**src/rtl/uart_frame_pkg.sv**
```systemverilog
// Shared constants, state encoding and checksum helper for the UART command
// frame controller. Optional checksum byte enabled by UART_FRAME_CHKSUM_EN.
package uart_frame_pkg;

  localparam logic [7:0] HDR1        = 8'h55;
  localparam logic [7:0] HDR2        = 8'hA5;
  localparam logic [7:0] TAIL        = 8'hF0;
  localparam int         PAYLOAD_LEN = 5;
  localparam int         TIMER_W     = 24;

`ifdef UART_FRAME_CHKSUM_EN
  typedef enum logic [2:0] {
    S_IDLE    = 3'd0,
    S_HDR2    = 3'd1,
    S_PAYLOAD = 3'd2,
    S_CHK     = 3'd3,
    S_TAIL    = 3'd4
  } frame_state_t;

  // XOR of all payload bytes; this is the expected K byte
  function automatic logic [7:0] xor_bytes(input logic [PAYLOAD_LEN-1:0][7:0] bytes);
    logic [7:0] acc;
    acc = 8'h00;
    for (int i = 0; i < PAYLOAD_LEN; i++) begin
      acc = acc ^ bytes[i];
    end
    return acc;
  endfunction
`else
  typedef enum logic [2:0] {
    S_IDLE    = 3'd0,
    S_HDR2    = 3'd1,
    S_PAYLOAD = 3'd2,
    S_TAIL    = 3'd4
  } frame_state_t;
`endif

endpackage

```
**src/rtl/uart_idle_timer.sv**
```systemverilog
// Inter-byte idle timer: reloads to zero on every received byte, counts while
// enabled and saturates at TIMEOUT_CYC-1, where the expired flag is raised.
module uart_idle_timer
  import uart_frame_pkg::*;
#(
  parameter int unsigned TIMEOUT_CYC = 500000
) (
  input  logic clk,
  input  logic srst,
  input  logic reload,
  input  logic enable,
  output logic expired
);

  localparam logic [TIMER_W-1:0] CNT_MAX = TIMER_W'(TIMEOUT_CYC - 1);

  logic [TIMER_W-1:0] cnt_reg;

  // Saturating counter: reload beats enable, holding at the limit never wraps
  always_ff @(posedge clk) begin
    if (srst) begin
      cnt_reg <= '0;
    end else if (reload) begin
      cnt_reg <= '0;
    end else if (enable && (cnt_reg != CNT_MAX)) begin
      cnt_reg <= cnt_reg + 1'b1;
    end
  end

  assign expired = (cnt_reg == CNT_MAX);

endmodule

```
**src/rtl/uart_frame_cmd_ctrl.sv**
```systemverilog
// UART command frame parser: 55 A5 T3 T2 T1 T0 C [K] F0. A good frame commits
// time_set/ctrl and pulses cfg_valid; a bad trailer, bad checksum or an
// inter-byte timeout pulses frame_err. Checksum K present when
// UART_FRAME_CHKSUM_EN is defined.
module uart_frame_cmd_ctrl
  import uart_frame_pkg::*;
#(
  parameter int unsigned TIMEOUT_CYC = 500000,
  parameter logic [7:0]  CTRL_RST    = 8'h00,
  parameter logic [31:0] TIME_RST    = 32'd24999999
) (
  input  logic        Clk,
  input  logic        Reset,
  input  logic [7:0]  rx_data,
  input  logic        rx_done,
  output logic [7:0]  ctrl,
  output logic [31:0] time_set,
  output logic        cfg_valid,
  output logic        frame_err
);

  frame_state_t state_reg, state_next;
  logic [2:0]   idx_reg, idx_next;
  logic         shadow_we;
  logic         commit;
  logic         err_next;
  logic         timer_expired;

  logic [PAYLOAD_LEN-1:0][7:0] shadow;

  logic [7:0]   ctrl_reg;
  logic [31:0]  time_reg;
  logic         cfg_valid_reg;
  logic         frame_err_reg;

  uart_idle_timer #(
    .TIMEOUT_CYC (TIMEOUT_CYC)
  ) u_idle_timer (
    .clk     (Clk),
    .srst    (Reset),
    .reload  (rx_done),
    .enable  (state_reg != S_IDLE),
    .expired (timer_expired)
  );

  // Shadow byte registers, one per payload position; only a commit exposes them
  generate
    for (genvar gi = 0; gi < PAYLOAD_LEN; gi++) begin : g_shadow
      logic [7:0] byte_reg;

      // Capture the payload byte whose index matches this slot
      always_ff @(posedge Clk) begin
        if (Reset) begin
          byte_reg <= 8'h00;
        end else if (shadow_we && (idx_reg == 3'(gi))) begin
          byte_reg <= rx_data;
        end
      end

      assign shadow[gi] = byte_reg;
    end
  endgenerate

  // Next-state logic: a byte beats a simultaneous timeout
  always_comb begin
    state_next = state_reg;
    idx_next   = idx_reg;
    shadow_we  = 1'b0;
    commit     = 1'b0;
    err_next   = 1'b0;
    if (rx_done) begin
      case (state_reg)
        S_IDLE: begin
          if (rx_data == HDR1) state_next = S_HDR2;
        end
        S_HDR2: begin
          if (rx_data == HDR2) begin
            state_next = S_PAYLOAD;
            idx_next   = 3'd0;
          end else if (rx_data != HDR1) begin
            state_next = S_IDLE;
          end
        end
        S_PAYLOAD: begin
          shadow_we = 1'b1;
          if (idx_reg == 3'(PAYLOAD_LEN - 1)) begin
`ifdef UART_FRAME_CHKSUM_EN
            state_next = S_CHK;
`else
            state_next = S_TAIL;
`endif
          end else begin
            idx_next = idx_reg + 3'd1;
          end
        end
`ifdef UART_FRAME_CHKSUM_EN
        S_CHK: begin
          if (rx_data == xor_bytes(shadow)) begin
            state_next = S_TAIL;
          end else begin
            err_next   = 1'b1;
            state_next = S_IDLE;
          end
        end
`endif
        S_TAIL: begin
          if (rx_data == TAIL) begin
            commit = 1'b1;
          end else begin
            err_next = 1'b1;
          end
          state_next = S_IDLE;
        end
        default: state_next = S_IDLE;
      endcase
    end else if (timer_expired && (state_reg != S_IDLE)) begin
      err_next   = 1'b1;
      state_next = S_IDLE;
    end
  end

  // State, committed configuration and one-cycle status pulses
  always_ff @(posedge Clk) begin
    if (Reset) begin
      state_reg     <= S_IDLE;
      idx_reg       <= 3'd0;
      ctrl_reg      <= CTRL_RST;
      time_reg      <= TIME_RST;
      cfg_valid_reg <= 1'b0;
      frame_err_reg <= 1'b0;
    end else begin
      state_reg     <= state_next;
      idx_reg       <= idx_next;
      cfg_valid_reg <= commit;
      frame_err_reg <= err_next;
      if (commit) begin
        time_reg <= {shadow[0], shadow[1], shadow[2], shadow[3]};
        ctrl_reg <= shadow[4];
      end
    end
  end

  assign ctrl      = ctrl_reg;
  assign time_set  = time_reg;
  assign cfg_valid = cfg_valid_reg;
  assign frame_err = frame_err_reg;

endmodule

```
**config.mk**
```make
export PLATFORM = sky130hd
export DESIGN_NAME = uart_frame_cmd_ctrl
export DESIGN_NICKNAME = d
export VERILOG_FILES = /design/src/rtl/uart_frame_pkg.sv /design/src/rtl/uart_idle_timer.sv /design/src/rtl/uart_frame_cmd_ctrl.sv
export SDC_FILE = /design/constraint.sdc
export NUM_CORES = 1
export LEC_CHECK = 0
export BUFFER_PORTS_ARGS = -buffer_cell sky130_fd_sc_hd__buf_4
export CORE_UTILIZATION = 45
export CTS_CLUSTER_DIAMETER = 150
export CTS_CLUSTER_SIZE = 12
export DETAILED_ROUTE_END_ITERATION = 16
export PLACE_DENSITY = 0.75
export SYNTH_ARGS = -nofsm -noshare
export SYNTH_HDL_FRONTEND = slang
export SYNTH_SLANG_ARGS = --single-unit
```
**constraint.sdc**
```tcl
create_clock -name Clk -period 4.5 [get_ports Clk]
set_input_delay 0.675 -clock Clk [delete_from_list [all_inputs] [get_ports Clk]]
set_output_delay 0.675 -clock Clk [all_outputs]
set_load 0.05 [all_outputs]
```
==> results.toml <==
[placed_design]
dp_hpwl_um = 6610
gp_congestion = 0.825
place_inst = 705
io_buffers = 52

[drt]
antenna_left = 0
drc = 0
wl_per_cell_um = 13.8
drtIter0Drc = 274
vias_per_cell = 5.40
num_vias = 3897
drt-pass1-iter-count = 4
drt-total-wl_um = 9920

[cts]
ctsResizeCount = 0
htreeDepth = 3
cts-buffers-inserted = 9
cts_hold_buffers = 0
clockRootBuffer = "clkbuf_8"
clkSinkCount = 112
clkLatencyLatePin_ns = 0.38
cts_tree = "done"
path_clk_slew_ns = 0.12
postCtsSetupBuffers = 0
clock_path_buffers = 2

[die]
die-area_sq_mm = 0.0105
die_w_um = 102
rows = 36
core_sq_mm = 0.00977
die_h_um = 102
ios = 53
start_util_pct = 46.4

[cells_and_area]
multiInputGateArea_sq_mm = 0.00212
largest_register_ffs = 40
antenna_cells = 0
fillers = 905
fin_cells = 721
num-nets-final = 600
seq_area_sq_mm = 0.00224
layout_common_cells = "nand2_1 (122), dfxtp_1 (112), a21oi_1 (59)"
final_common_cell = "nand2_1"
fin_util_pct = 53.1
syn2layout_area_growth_pct = 14.5
layout-drive-gt1-share_pct = 14.5

[synthesis]
ys_types = 47
ys.warnings.count = 0
synth_largest_area_cell = "dfxtp_1"
syn_area_per_cell_sq_um = 8.24
ys_seq_elements = 112
synth-main-ff-cell = "dfxtp_1"
seq_area_frac_synth_pct = 49.4
syn_nets = 567
synthTopCellsByArea = "dfxtp_1 (49%), nand2_1 (10%), a21oi_1 (6.5%), nand3_1 (6.0%), nor2_1 (3.6%)"
synth-async-reset-ratio_pct = 0
synth-edff-count = 0
synth.top_cell.area_share_pct = 49.4
synth_cells = 550
synth_area_sq_mm = 0.00453

[global_routing]
grt_max_degree = 74
antenna_found_initial = 0
grt_use_total_pct = 20.0
grt_pass1_wl_um = 16600
globalRoute.totalOverflow = 0
grt_pass1_vias = 3476

[sta]
fin_worst_skew_ns = 0.0158
setup_tns_ns = 0
slew_headroom_pct = 21.9
max_freq_ghz = 0.417
setup_viol = 0
final_max_slew_viol_count = 0
finalHoldViolCount = 0
worstMarginPinSlew_ns = 1.17
period_minus_slack_ns = 2.40
period_share_pct = 53.3
rsz0062_at_grt = "false"

[worst_hold_path]
hp-class = "flip-flop to flip-flop"
hp-start = "time_set[26]"
hold_end = "time_set[26]"
min_path_cells = 2

[setup_path]
r2r_cells = 5
worst-path-max-fanout = 11
critPathKind = "flip-flop to flip-flop"
worstReg2RegEnd = "u_idle_timer.cnt_reg[23]"
cpPeakStageDelay_ns = 0.65
cp_slowest_cell = "or4_1"
cp-start-kind = "flip-flop"
r2r_slack_ns = 2.10
critPathCaptureType = "flip-flop"
critical_path_required_ns = 4.80
arrival_ns = 2.70
path_cells = "or3_2, nand4_1, or4_1, or3_1, a21oi_1"
r2r_start = "state_reg[0]"

[power_and_ir_drop]
ir_drop_v = 0.000159
p_leak_uw = 0.00182
p_per_area_mw_per_mm2 = 315

[outcome]
status = "finished clean"

[run]
cap_viol_max_count = 0
-- worst max path at each step --
stage | start | to | cells past startpoint
floorplan | rx_data[1] | state_reg[2] | 5
global placement | rx_data[3] | time_set[13] | 7
detailed placement | Reset | u_idle_timer.cnt_reg[2] | 4
CTS | state_reg[0] | u_idle_timer.cnt_reg[23] | 5
global route | state_reg[0] | u_idle_timer.cnt_reg[17] | 5
finish | state_reg[0] | u_idle_timer.cnt_reg[23] | 5
-- where the power goes --
group | internal, uW | switching (uW)
logic | 10.1 | 30.7
clock network | 225 | 378
registers | 991 | 0.0579
total | 1230 | 409
-- cells by family (layout without fill, tap and decap cells) --
kind of cell / count (synthesis) / in the layout / share of synthesized area, %
compound gates: 78 / 78 / 9.24
xor+xnor: 14 / 14 / 2.70
fa+ha+maj: 6 / 6 / 1.66
buf+inv: 45 / 83 / 4.19
flops: 112 / 112 / 49.4
mux: 17 / 17 / 3.78
simple gates: 278 / 278 / 29.0
-- layer usage --
metal / global-route usage, % / vias to the layer above / share of wire, %
met1: 27.5 / 1841 / 48
li1: - / 1948 / -
met3: 3.90 / 14 / 4.7
met2: 31.6 / 94 / 46
met5: 0 / - / 0
met4: 6.04 / 0 / 1.2
-- critical path, delay by kind of cell, from the launching register on --
| family | cells | cell delay (ns) |
|---|---|---|
| and+or+nand+nor | 4 | 1.61 |
| AOI/OAI and AO/OA | 1 | 0.14 |
| DFF | 1 | 0.57 |
-- stage by stage --
step / setup WS (ns) / hold WS, ns / cell area [sq um] / total power, uW
detailed placement: 1.85 / 0.448 / 4990 / 1050
global route: 1.94 / 0.480 / 5190 / 1690
CTS: 2.10 / 0.465 / 5190 / 1650
global placement: 1.90 / 0.442 / 4990 / 1050
floorplan: 2.57 / 0.431 / 4530 / 1030
finish: 2.10 / 0.464 / 5190 / 1640
-- synth_stat cells (3+ instances only) --
library cell  instances
nor2_1               44
inv_1                11
nand3_1              54
nor3_1                5
or3_1                 7
o21ai_0              10
nor4bb_1              3
mux2i_1              16
nand2_1             122
ha_1                  6
buf_4                 3
a21oi_1              59
xnor2_1               8
dfxtp_1             112
and3_2                3
nand4_1              10
and3_1                4
clkbuf_1             26
nor4b_1               4
xor2_1                6
nor4_1                6
-- cell type report --
| cell class | instances | area share (%) |
|---|---|---|
| Timing Repair Buffer | 56 | 8.10 |
| Clock inverter | 7 | 1.54 |
| Sequential cell | 112 | 43.2 |
| Tap cell | 133 | 3.21 |
| Clock buffer | 9 | 2.39 |
| Multi-Input combinational cell | 393 | 40.8 |
| Inverter | 11 | 0.795 |
Power figures use the tool's default switching activity.
